==> config.mk <==
export PLATFORM = sky130hd
export DESIGN_NAME = uart_tx_buffered
export DESIGN_NICKNAME = d
export VERILOG_FILES = /design/src/rtl/uart_pkg.sv /design/src/rtl/sync_fifo.sv /design/src/rtl/uart_tx_buffered.sv
export SDC_FILE = /design/constraint.sdc
export NUM_CORES = 1
export LEC_CHECK = 0
export CORE_ASPECT_RATIO = 0.8
export CORE_MARGIN = 8
export CORE_UTILIZATION = 51
export DETAILED_ROUTE_END_ITERATION = 8
export GPL_TIMING_DRIVEN = 0
export PLACE_DENSITY = 0.66
export SLEW_MARGIN = 20
export SYNTH_ARGS = -nofsm -noshare
export SYNTH_HDL_FRONTEND = slang
export SYNTH_SLANG_ARGS = --single-unit
export TNS_END_PERCENT = 20
==> constraint.sdc <==
create_clock -name clk_i -period 3 [get_ports clk_i]
set_input_delay 0.75 -clock clk_i [delete_from_list [all_inputs] [get_ports clk_i]]
set_output_delay 0.75 -clock clk_i [all_outputs]
set_load 0.02 [all_outputs]
==> src/rtl/uart_pkg.sv <==
`default_nettype none
// +------------------------------------------------------------------+
// | uart_pkg : shared UART constants and transmit state encoding       |
// | Rev 1.0                                                            |
// +------------------------------------------------------------------+
package uart_pkg;

  localparam int UART_DATA_BITS       = 8;
  localparam int CLKS_PER_BIT_DEFAULT = 868;

  typedef enum logic [1:0] {
    ST_IDLE  = 2'd0,
    ST_START = 2'd1,
    ST_DATA  = 2'd2,
    ST_STOP  = 2'd3
  } tx_state_t;

endpackage
`default_nettype wire

==> src/rtl/sync_fifo.sv <==
`default_nettype none
// +------------------------------------------------------------------+
// | sync_fifo : single-clock FIFO, async reset, show-ahead read port   |
// | Rev 1.0                                                            |
// +------------------------------------------------------------------+
module sync_fifo #(
  parameter int WIDTH = 8,
  parameter int DEPTH = 4
) (
  input  logic                     i_clk,
  input  logic                     i_rst,
  input  logic                     i_push,
  input  logic                     i_pop,
  input  logic [WIDTH-1:0]         i_data,
  output logic [WIDTH-1:0]         o_data,
  output logic                     o_full,
  output logic                     o_empty,
  output logic [$clog2(DEPTH):0]   o_count
);

  localparam int                 c_PTR_W    = $clog2(DEPTH);
  localparam logic [c_PTR_W:0]   c_FULL_CNT = DEPTH[c_PTR_W:0];

  logic [WIDTH-1:0]   r_mem [DEPTH];
  logic [c_PTR_W-1:0] r_wr_ptr;
  logic [c_PTR_W-1:0] r_rd_ptr;
  logic [c_PTR_W:0]   r_count;
  logic               w_push;
  logic               w_pop;

  assign o_full  = (r_count == c_FULL_CNT);
  assign o_empty = (r_count == '0);
  assign o_count = r_count;
  assign o_data  = r_mem[r_rd_ptr];

  // Guarded here so callers can never overrun or underrun the queue
  assign w_push = i_push && !o_full;
  assign w_pop  = i_pop && !o_empty;

  always_ff @(posedge i_clk) begin
    if (w_push) begin
      r_mem[r_wr_ptr] <= i_data;
    end
  end

  always_ff @(posedge i_clk or posedge i_rst) begin
    if (i_rst) begin
      r_wr_ptr <= '0;
      r_rd_ptr <= '0;
      r_count  <= '0;
    end else begin
      if (w_push) r_wr_ptr <= r_wr_ptr + 1'b1;
      if (w_pop)  r_rd_ptr <= r_rd_ptr + 1'b1;
      case ({w_push, w_pop})
        2'b10:   r_count <= r_count + 1'b1;
        2'b01:   r_count <= r_count - 1'b1;
        default: r_count <= r_count;
      endcase
    end
  end

endmodule
`default_nettype wire

==> src/rtl/uart_tx_buffered.sv <==
`default_nettype none
// +------------------------------------------------------------------+
// | uart_tx_buffered : FIFO-buffered 8N1 UART transmitter, LSB first   |
// | Rev 1.0                                                            |
// +------------------------------------------------------------------+
module uart_tx_buffered
  import uart_pkg::*;
#(
  parameter int CLKS_PER_BIT = CLKS_PER_BIT_DEFAULT,
  parameter int FIFO_DEPTH   = 4
) (
  input  logic                          clk_i,
  input  logic                          rst_i,
  input  logic [7:0]                    wr_data_i,
  input  logic                          wr_valid_i,
  output logic                          wr_ready_o,
  output logic                          tx_o,
  output logic                          busy_o,
  output logic [$clog2(FIFO_DEPTH):0]   fifo_count_o
);

  localparam int                          c_BAUD_W    = $clog2(CLKS_PER_BIT);
  localparam int                          c_BIT_W     = $clog2(UART_DATA_BITS);
  localparam logic [c_BAUD_W-1:0]         c_BAUD_LAST = c_BAUD_W'(CLKS_PER_BIT - 1);
  localparam logic [c_BIT_W-1:0]          c_LAST_BIT  = c_BIT_W'(UART_DATA_BITS - 1);

  tx_state_t                     r_state;
  logic                          r_tx;
  logic [UART_DATA_BITS-1:0]     r_shift;
  logic [c_BIT_W-1:0]            r_bit_cnt;
  logic [c_BAUD_W-1:0]           r_baud_cnt;

  logic [7:0]                    w_fifo_data;
  logic                          w_fifo_full;
  logic                          w_fifo_empty;
  logic                          w_baud_last;
  logic                          w_pop;

  sync_fifo #(
    .WIDTH (8),
    .DEPTH (FIFO_DEPTH)
  ) u_fifo (
    .i_clk   (clk_i),
    .i_rst   (rst_i),
    .i_push  (wr_valid_i),
    .i_pop   (w_pop),
    .i_data  (wr_data_i),
    .o_data  (w_fifo_data),
    .o_full  (w_fifo_full),
    .o_empty (w_fifo_empty),
    .o_count (fifo_count_o)
  );

  assign w_baud_last = (r_baud_cnt == c_BAUD_LAST);
  // A new frame is popped from IDLE, or straight out of the last STOP cycle for gapless streaming
  assign w_pop       = !w_fifo_empty &&
                       ((r_state == ST_IDLE) || ((r_state == ST_STOP) && w_baud_last));

  assign wr_ready_o  = !w_fifo_full;
  assign tx_o        = r_tx;
  assign busy_o      = (r_state != ST_IDLE) || (fifo_count_o != '0);

  always_ff @(posedge clk_i or posedge rst_i) begin
    if (rst_i) begin
      r_state    <= ST_IDLE;
      r_tx       <= 1'b1;
      r_shift    <= '0;
      r_bit_cnt  <= '0;
      r_baud_cnt <= '0;
    end else begin
      case (r_state)
        ST_IDLE: begin
          if (!w_fifo_empty) begin
            r_state    <= ST_START;
            r_shift    <= w_fifo_data;
            r_bit_cnt  <= '0;
            r_baud_cnt <= '0;
            r_tx       <= 1'b0;
          end
        end
        ST_START: begin
          if (w_baud_last) begin
            r_baud_cnt <= '0;
            r_state    <= ST_DATA;
            r_tx       <= r_shift[0];
          end else begin
            r_baud_cnt <= r_baud_cnt + 1'b1;
          end
        end
        ST_DATA: begin
          if (w_baud_last) begin
            r_baud_cnt <= '0;
            if (r_bit_cnt == c_LAST_BIT) begin
              r_state <= ST_STOP;
              r_tx    <= 1'b1;
            end else begin
              r_shift   <= r_shift >> 1;
              r_bit_cnt <= r_bit_cnt + 1'b1;
              r_tx      <= r_shift[1];
            end
          end else begin
            r_baud_cnt <= r_baud_cnt + 1'b1;
          end
        end
        ST_STOP: begin
          if (w_baud_last) begin
            r_baud_cnt <= '0;
            if (!w_fifo_empty) begin
              r_state   <= ST_START;
              r_shift   <= w_fifo_data;
              r_bit_cnt <= '0;
              r_tx      <= 1'b0;
            end else begin
              r_state <= ST_IDLE;
              r_tx    <= 1'b1;
            end
          end else begin
            r_baud_cnt <= r_baud_cnt + 1'b1;
          end
        end
        default: begin
          r_state <= ST_IDLE;
          r_tx    <= 1'b1;
        end
      endcase
    end
  end

endmodule
`default_nettype wire

# == Yosys cells after proc, flatten, opt, wreduce, memory -nomap -nowiden ==
# Memories as Yosys holds them, arrays and structs flattened.
# Cells that the tools add are included.
# op_classes
n_addsub,6
n_eq_ne,14
mux,30
reduce_logical,18
# op_table
operator,n
$mux 8,4
$pmux 8 s3,1
$mux 10,2
$pmux 10 s2,1
$mux 3,4
$ne 2x2->1 const B,6
$add 10x1->10 const B,1
$eq 10x10->1 const B,1
$mux 2,5
$mux 1,9
$pmux 3 s3,1
$pmux 2 s4,1
$reduce_and 4->1,2
$add 3x1->3 const B,2
$eq 2x2->1 const B,3
$eq 3x3->1 const B,2
$pmux 3 s2,1
$reduce_bool 3->1,2
$reduce_and 5->1,1
$add 2x1->2 const B,2
$eq 2x1->1 const B,2
$logic_and 1x1->1,4
$pmux 1 s4,1
$reduce_bool 2->1,2
6 further kinds,8
# word_totals
register_bits,31
ramBits,32
wordCells,77
mem_count,1
# memory_table
name,depth,width,rd,rd_ports_with_merged_regs,write_ports,line,rtl
u_fifo.r_mem,4,8,1,0,1,sync_fifo.sv:24,logic [WIDTH-1:0] r_mem [DEPTH];

# == Depth between registers and ports, before layout ==
# logic_depth
word_depth,7
ltp_mapped,10
depth_no_buf,9

# == Cells and area by module ==
# Synthesis repeated with hierarchy kept, for this count alone.
# unflattened
hier_cells,214
area_unflattened_um2,3051.7
# by_module_without_submodules
mod,instances,cells_per_inst,area_each_um2
sync_fifo,1,80,1596.5
uart_tx_buffered,1,134,1455.1

# == Worst setup path before layout ==
# No wires, ideal clock.
# synth_path
kind,flip-flop to flip-flop
start,register r_baud_cnt[0]
end,"register u_fifo.r_count[2], in the netlist u_fifo.o_count[2]"
arrival_time_ns,2.152
required_time_ns,2.867
setup_slack_ns,0.715
path_stages_with_launch,11
n_path_buf,1
synth_period_minus_slack_ns,2.285
path_cell_list,dfrtp_1 -> ha_1 -> and2_1 -> clkbuf_1 -> a41oi_1 -> nor2_1 -> ha_1 -> fa_1 -> xnor2_1 -> nor2_1 -> xor2_1
# synth_between
elab_chain_len,7
elab_cells_between_ends,9
cone_classes,3 x eq/ne; 1 x mux; 5 x reduce/logical
# synth_rtl
item,line,rtl
from (decl),uart_tx_buffered.sv:31,logic [c_BAUD_W-1:0] r_baud_cnt;
from (signal assigned),uart_tx_buffered.sv:87,r_baud_cnt <= r_baud_cnt + 1'b1;
from (signal assigned),uart_tx_buffered.sv:102,r_baud_cnt <= r_baud_cnt + 1'b1;
from (signal assigned),uart_tx_buffered.sv:118,r_baud_cnt <= r_baud_cnt + 1'b1;
$eq 10x10->1 *,uart_tx_buffered.sv:54,assign w_baud_last = (r_baud_cnt == c_BAUD_LAST);
$logic_and 1x1->1 *,uart_tx_buffered.sv:57,((r_state == ST_IDLE) || ((r_state == ST_STOP) && w_baud_last));
$logic_or 1x1->1 *,uart_tx_buffered.sv:57,
$logic_and 1x1->1 *,uart_tx_buffered.sv:56,assign w_pop = !w_fifo_empty &&
$logic_and 1x1->1 *,sync_fifo.sv:38,assign w_pop = i_pop && !o_empty;
net u_fifo.w_pop,sync_fifo.sv:29,logic w_pop;
$eq 2x1->1 / $eq 2x2->1 (equally long branches),sync_fifo.sv:54,"case ({w_push, w_pop})"
$pmux 3 s2 / $reduce_bool 2->1 (equally long branches),n/a,
to (signal assigned),sync_fifo.sv:55,2'b10: r_count <= r_count + 1'b1;
to (signal assigned),sync_fifo.sv:56,2'b01: r_count <= r_count - 1'b1;
to (signal assigned),sync_fifo.sv:57,default: r_count <= r_count;
to (decl),sync_fifo.sv:27,logic [c_PTR_W:0] r_count;
# Mark *: on every way through the listed nets, which the timed path passes. The rest lies on a longest branch.
# A chain may end at the register's enable or synchronous reset.

# == Worst setup path after layout ==
# layout_path
start,register r_state[0]
end,output port busy_o
# layout_between
elab_chain_len,2
# layout_rtl
item,line,rtl
from (decl),uart_tx_buffered.sv:27,tx_state_t r_state;
from (signal assigned),uart_tx_buffered.sv:65,r_state <= ST_IDLE;
from (signal assigned),uart_tx_buffered.sv:74,r_state <= ST_START;
from (signal assigned),uart_tx_buffered.sv:84,r_state <= ST_DATA;
$reduce_bool 2->1,uart_tx_buffered.sv:61,assign busy_o = (r_state != ST_IDLE) || (fifo_count_o != '0);
$logic_or 1x1->1,uart_tx_buffered.sv:61,
to (decl),uart_tx_buffered.sv:18,"output logic busy_o,"
# Every way passes these cells.

==> impl_metrics.env <==
export IMPL_viasPerCell=5.322
export IMPL_wl_per_cell_um=15.77
export IMPL_fin_crit_ps=2865
export IMPL_via_count=1719
export IMPL_clk_pin_slew_worst_paths_ps=70
export IMPL_avgSynthCellArea_um2=14.05
export IMPL_status="finished clean"
export IMPL_numCtsBuffers=9
export IMPL_finalSetupTns_ps=0
export IMPL_rows=25
export IMPL_worstMarginPinSlew_ps=767.9
export IMPL_fin_crit_sh_pct=95.51
export IMPL_ys_warnings_count=0
export IMPL_worst_setup_path_type="flip-flop to output port"
export IMPL_die_w_um=101.2
export IMPL_cts_root_buffer="clkbuf_8"
export IMPL_arrival_ps=2120
export IMPL_timing_final_ws_setup_ps=134.8
export IMPL_yosysSeqAreaShare_pct=58.63
export IMPL_drc=0
export IMPL_p_leak_nw=1.372
export IMPL_grt_max_degree=32
export IMPL_vdd_drop_max_mv=0.6821
export IMPL_gp_congestion=0.7827
export IMPL_grt_total_usage_pct=13.31
export IMPL_fillerInstances=470
export IMPL_synth_edf_count=32
export IMPL_synth_top_area_share_pct=32.42
export IMPL_synth_common_cells="32 x edfxtp_1, 30 x dfrtp_1, 17 x nand2_1"
export IMPL_switching_share_pct=34.03
export IMPL_grt_pass1_vias=1723
export IMPL_dp_final_hpwl_um=3491
export IMPL_tritoncts="done"
export IMPL_hold_viol=0
export IMPL_area_growth_pct=16.88
export IMPL_dr_pass1_iters=4
export IMPL_cts_sinks=63
export IMPL_ys_ff_latch=63
export IMPL_fp_dieH_um=84.19
export IMPL_grt_ovfl_total=0
export IMPL_holdWs_ps=487.3
export IMPL_antenna_cells=0
export IMPL_cap_violations=0
export IMPL_clock_skew_ps=6.732
export IMPL_p_int_mw=2.375
export IMPL_rsz0062_at_grt="false"
export IMPL_pre_cts_ws_ps=90.17
export IMPL_core_um2=5756
export IMPL_synthesis_nets=236
export IMPL_ys_top_cells_by_area="edfxtp_1 32%, dfrtp_1 25%, mux4_2 6.1%, ha_1 5.5%, mux2_2 3.8%"
export IMPL_drt_iter0_markers=90
export IMPL_grt_pass1_wl_um=8597
export IMPL_clockBufferDepth=2
export IMPL_drt_total_wl_um=5093
export IMPL_endpoint_kind="output port"
export IMPL_portBuffers=16
export IMPL_timing_fmax_mhz=349.0
export IMPL_netlist_area_um2=2964
export IMPL_synth_ff_type="edfxtp_1"
export IMPL_ant_nets=0
export IMPL_crit_fanout=8
export IMPL_io_pin_count=17
export IMPL_start_kind="flip-flop"
export IMPL_report_power_total_mw=3.600
export IMPL_max_slew_margin_pct=48.57
export IMPL_drv_slew=0
export IMPL_drive_gt1_share_pct=19.01
export IMPL_worst_ep_required_time_ps=2250
export IMPL_seq_power_share_pct=37.4
export IMPL_holdCritPathClass="flip-flop to flip-flop"
export IMPL_ys_types=40
export IMPL_start_util_pct=51.50
export IMPL_htreeDepth=3
export IMPL_p_per_area_nw_per_um2=1039
export IMPL_die_area_um2=8522
export IMPL_synth_async_sr_flop_share_pct=49.21
export IMPL_layout_nets=262
export IMPL_p_switching_mw=1.225
export IMPL_yosysMostFrequentCell="edfxtp_1"
export IMPL_postSynthCellCount=211
export IMPL_comb_power_share_pct=39.6
export IMPL_antenna_found_initial=0
export IMPL_setup_viol=0
export IMPL_clk_latency_ps=340
export IMPL_synth_largest_area_cell="edfxtp_1"
export IMPL_p_clk_share_pct=23.0
[cell type report]
| type | count | area [µm²] | share of cell area, % |
|---|---|---|---|
| Sequential cell | 63 | 1738 | 50.16 |
| Inverter | 9 | 33.78 | 0.9751 |
| Clock inverter | 7 | 103.9 | 2.997 |
| Clock buffer | 9 | 123.9 | 3.575 |
| Buffer | 8 | 40.04 | 1.156 |
| Tap cell | 81 | 101.3 | 2.925 |
| Multi-Input combinational cell | 130 | 1164 | 33.59 |
| Timing Repair Buffer | 16 | 160.2 | 4.623 |
[power groups by stage]
stage | registers (mW) | clock network [mW] | logic [mW]
global placement | 1.35 | 0 | 1.41
detailed placement | 1.35 | 0 | 1.42
finish | 1.35 | 0.827 | 1.43
CTS | 1.34 | 0.851 | 1.44
floorplan | 1.34 | 0 | 1.08
global route | 1.38 | 0.881 | 1.58
[registers in the layout, summed over array words and instances, names as in the netlist]
| register | count |
|---|---|
| u_fifo.r_mem | 32 |
| u_fifo.r_rd_ptr | 2 |
| r_shift | 8 |
| tx_o | 1 |
| r_baud_cnt | 10 |
| u_fifo.o_count | 3 |
| r_state | 2 |
| r_bit_cnt | 3 |
| u_fifo.r_wr_ptr | 2 |
[worst max-delay path, cell delays in order (launching register included)]
cell and delay [ps]:
dfrtp_1 400, inv_1 110, ha_2 250, and2_2 250, inv_2 150, clkdlybuf4s50_1 620
[repair_timing]
item                                    in CTS  in global routing
hold buffers                                 0                  0
endpoints found under the setup margin       1                  1
setup buffers                                0                  0
resized for setup                            2                  2
[worst paths after layout]
| kind | slack, ps | startpoint | end | depth (start not counted) |
|---|---|---|---|---|
| worst max-delay path | 130 | r_state[0] | busy_o | 5 |
| worst min-delay path | 490 | r_shift[4] | r_shift[4] | 1 |
| worst max register to register | 490 | r_baud_cnt[0] | u_fifo.o_count[2] | 10 |
| worst min register to register | 490 | r_shift[4] | r_shift[4] | 1 |
| max in group asynchronous | 1730 | rst_i | r_shift[3] | 2 |
| min in group asynchronous | 820 | rst_i | u_fifo.o_count[1] | 2 |
[cells in the final DEF, fill, tap and decap left out, types with 2 or more instances in the layout]
cell type / n
a21oi_1: 3
a22o_1: 2
a31oi_1: 8
and2_1: 2
and3_1: 8
buf_2: 2
bufinv_16: 2
clkbuf_1: 5
clkbuf_8: 9
clkdlybuf4s50_1: 16
clkinv_4: 3
dfrtp_1: 30
edfxtp_1: 32
ha_1: 12
inv_1: 7
inv_2: 2
inv_6: 2
mux2_1: 9
mux2_2: 10
mux2i_1: 2
mux4_2: 8
nand2_1: 17
nand3_1: 3
nor2_1: 6
nor2b_1: 4
nor3_1: 5
o21ai_0: 5
o22a_1: 3
xnor2_1: 4
xor2_1: 3
[layer usage]
metal	share of wire [%]	global-route usage [%]	vias to the layer above	routed length (µm)
met5	0	0	-	0
met4	0.90	4.049	0	46
met3	3.6	5.537	5	184
met2	43	17.42	28	2171
met1	53	19.27	844	2690
li1	-	-	842	-
[stage by stage]
step                std cells  instance area [µm²]  util [%]
global placement          308                 3226     56.04
global route              323                 3465     60.20
CTS                       323                 3456     60.04
floorplan                 211                 2964         -
finish                    323                 3465     60.20
detailed placement        308                 3226     56.04
[kinds of logic after synthesis]
| family | Yosys count | share of synthesized area [%] |
|---|---|---|
| xor gates and xnor gates | 7 | 2.068 |
| muxes | 29 | 13.97 |
| and+or+nand+nor | 51 | 9.033 |
| buffers and inverters | 18 | 2.617 |
| DFF | 63 | 58.63 |
| adders and majority gates | 14 | 6.163 |
| AOI/OAI and AO/OA | 29 | 7.514 |
Power figures use the tool's default switching activity.
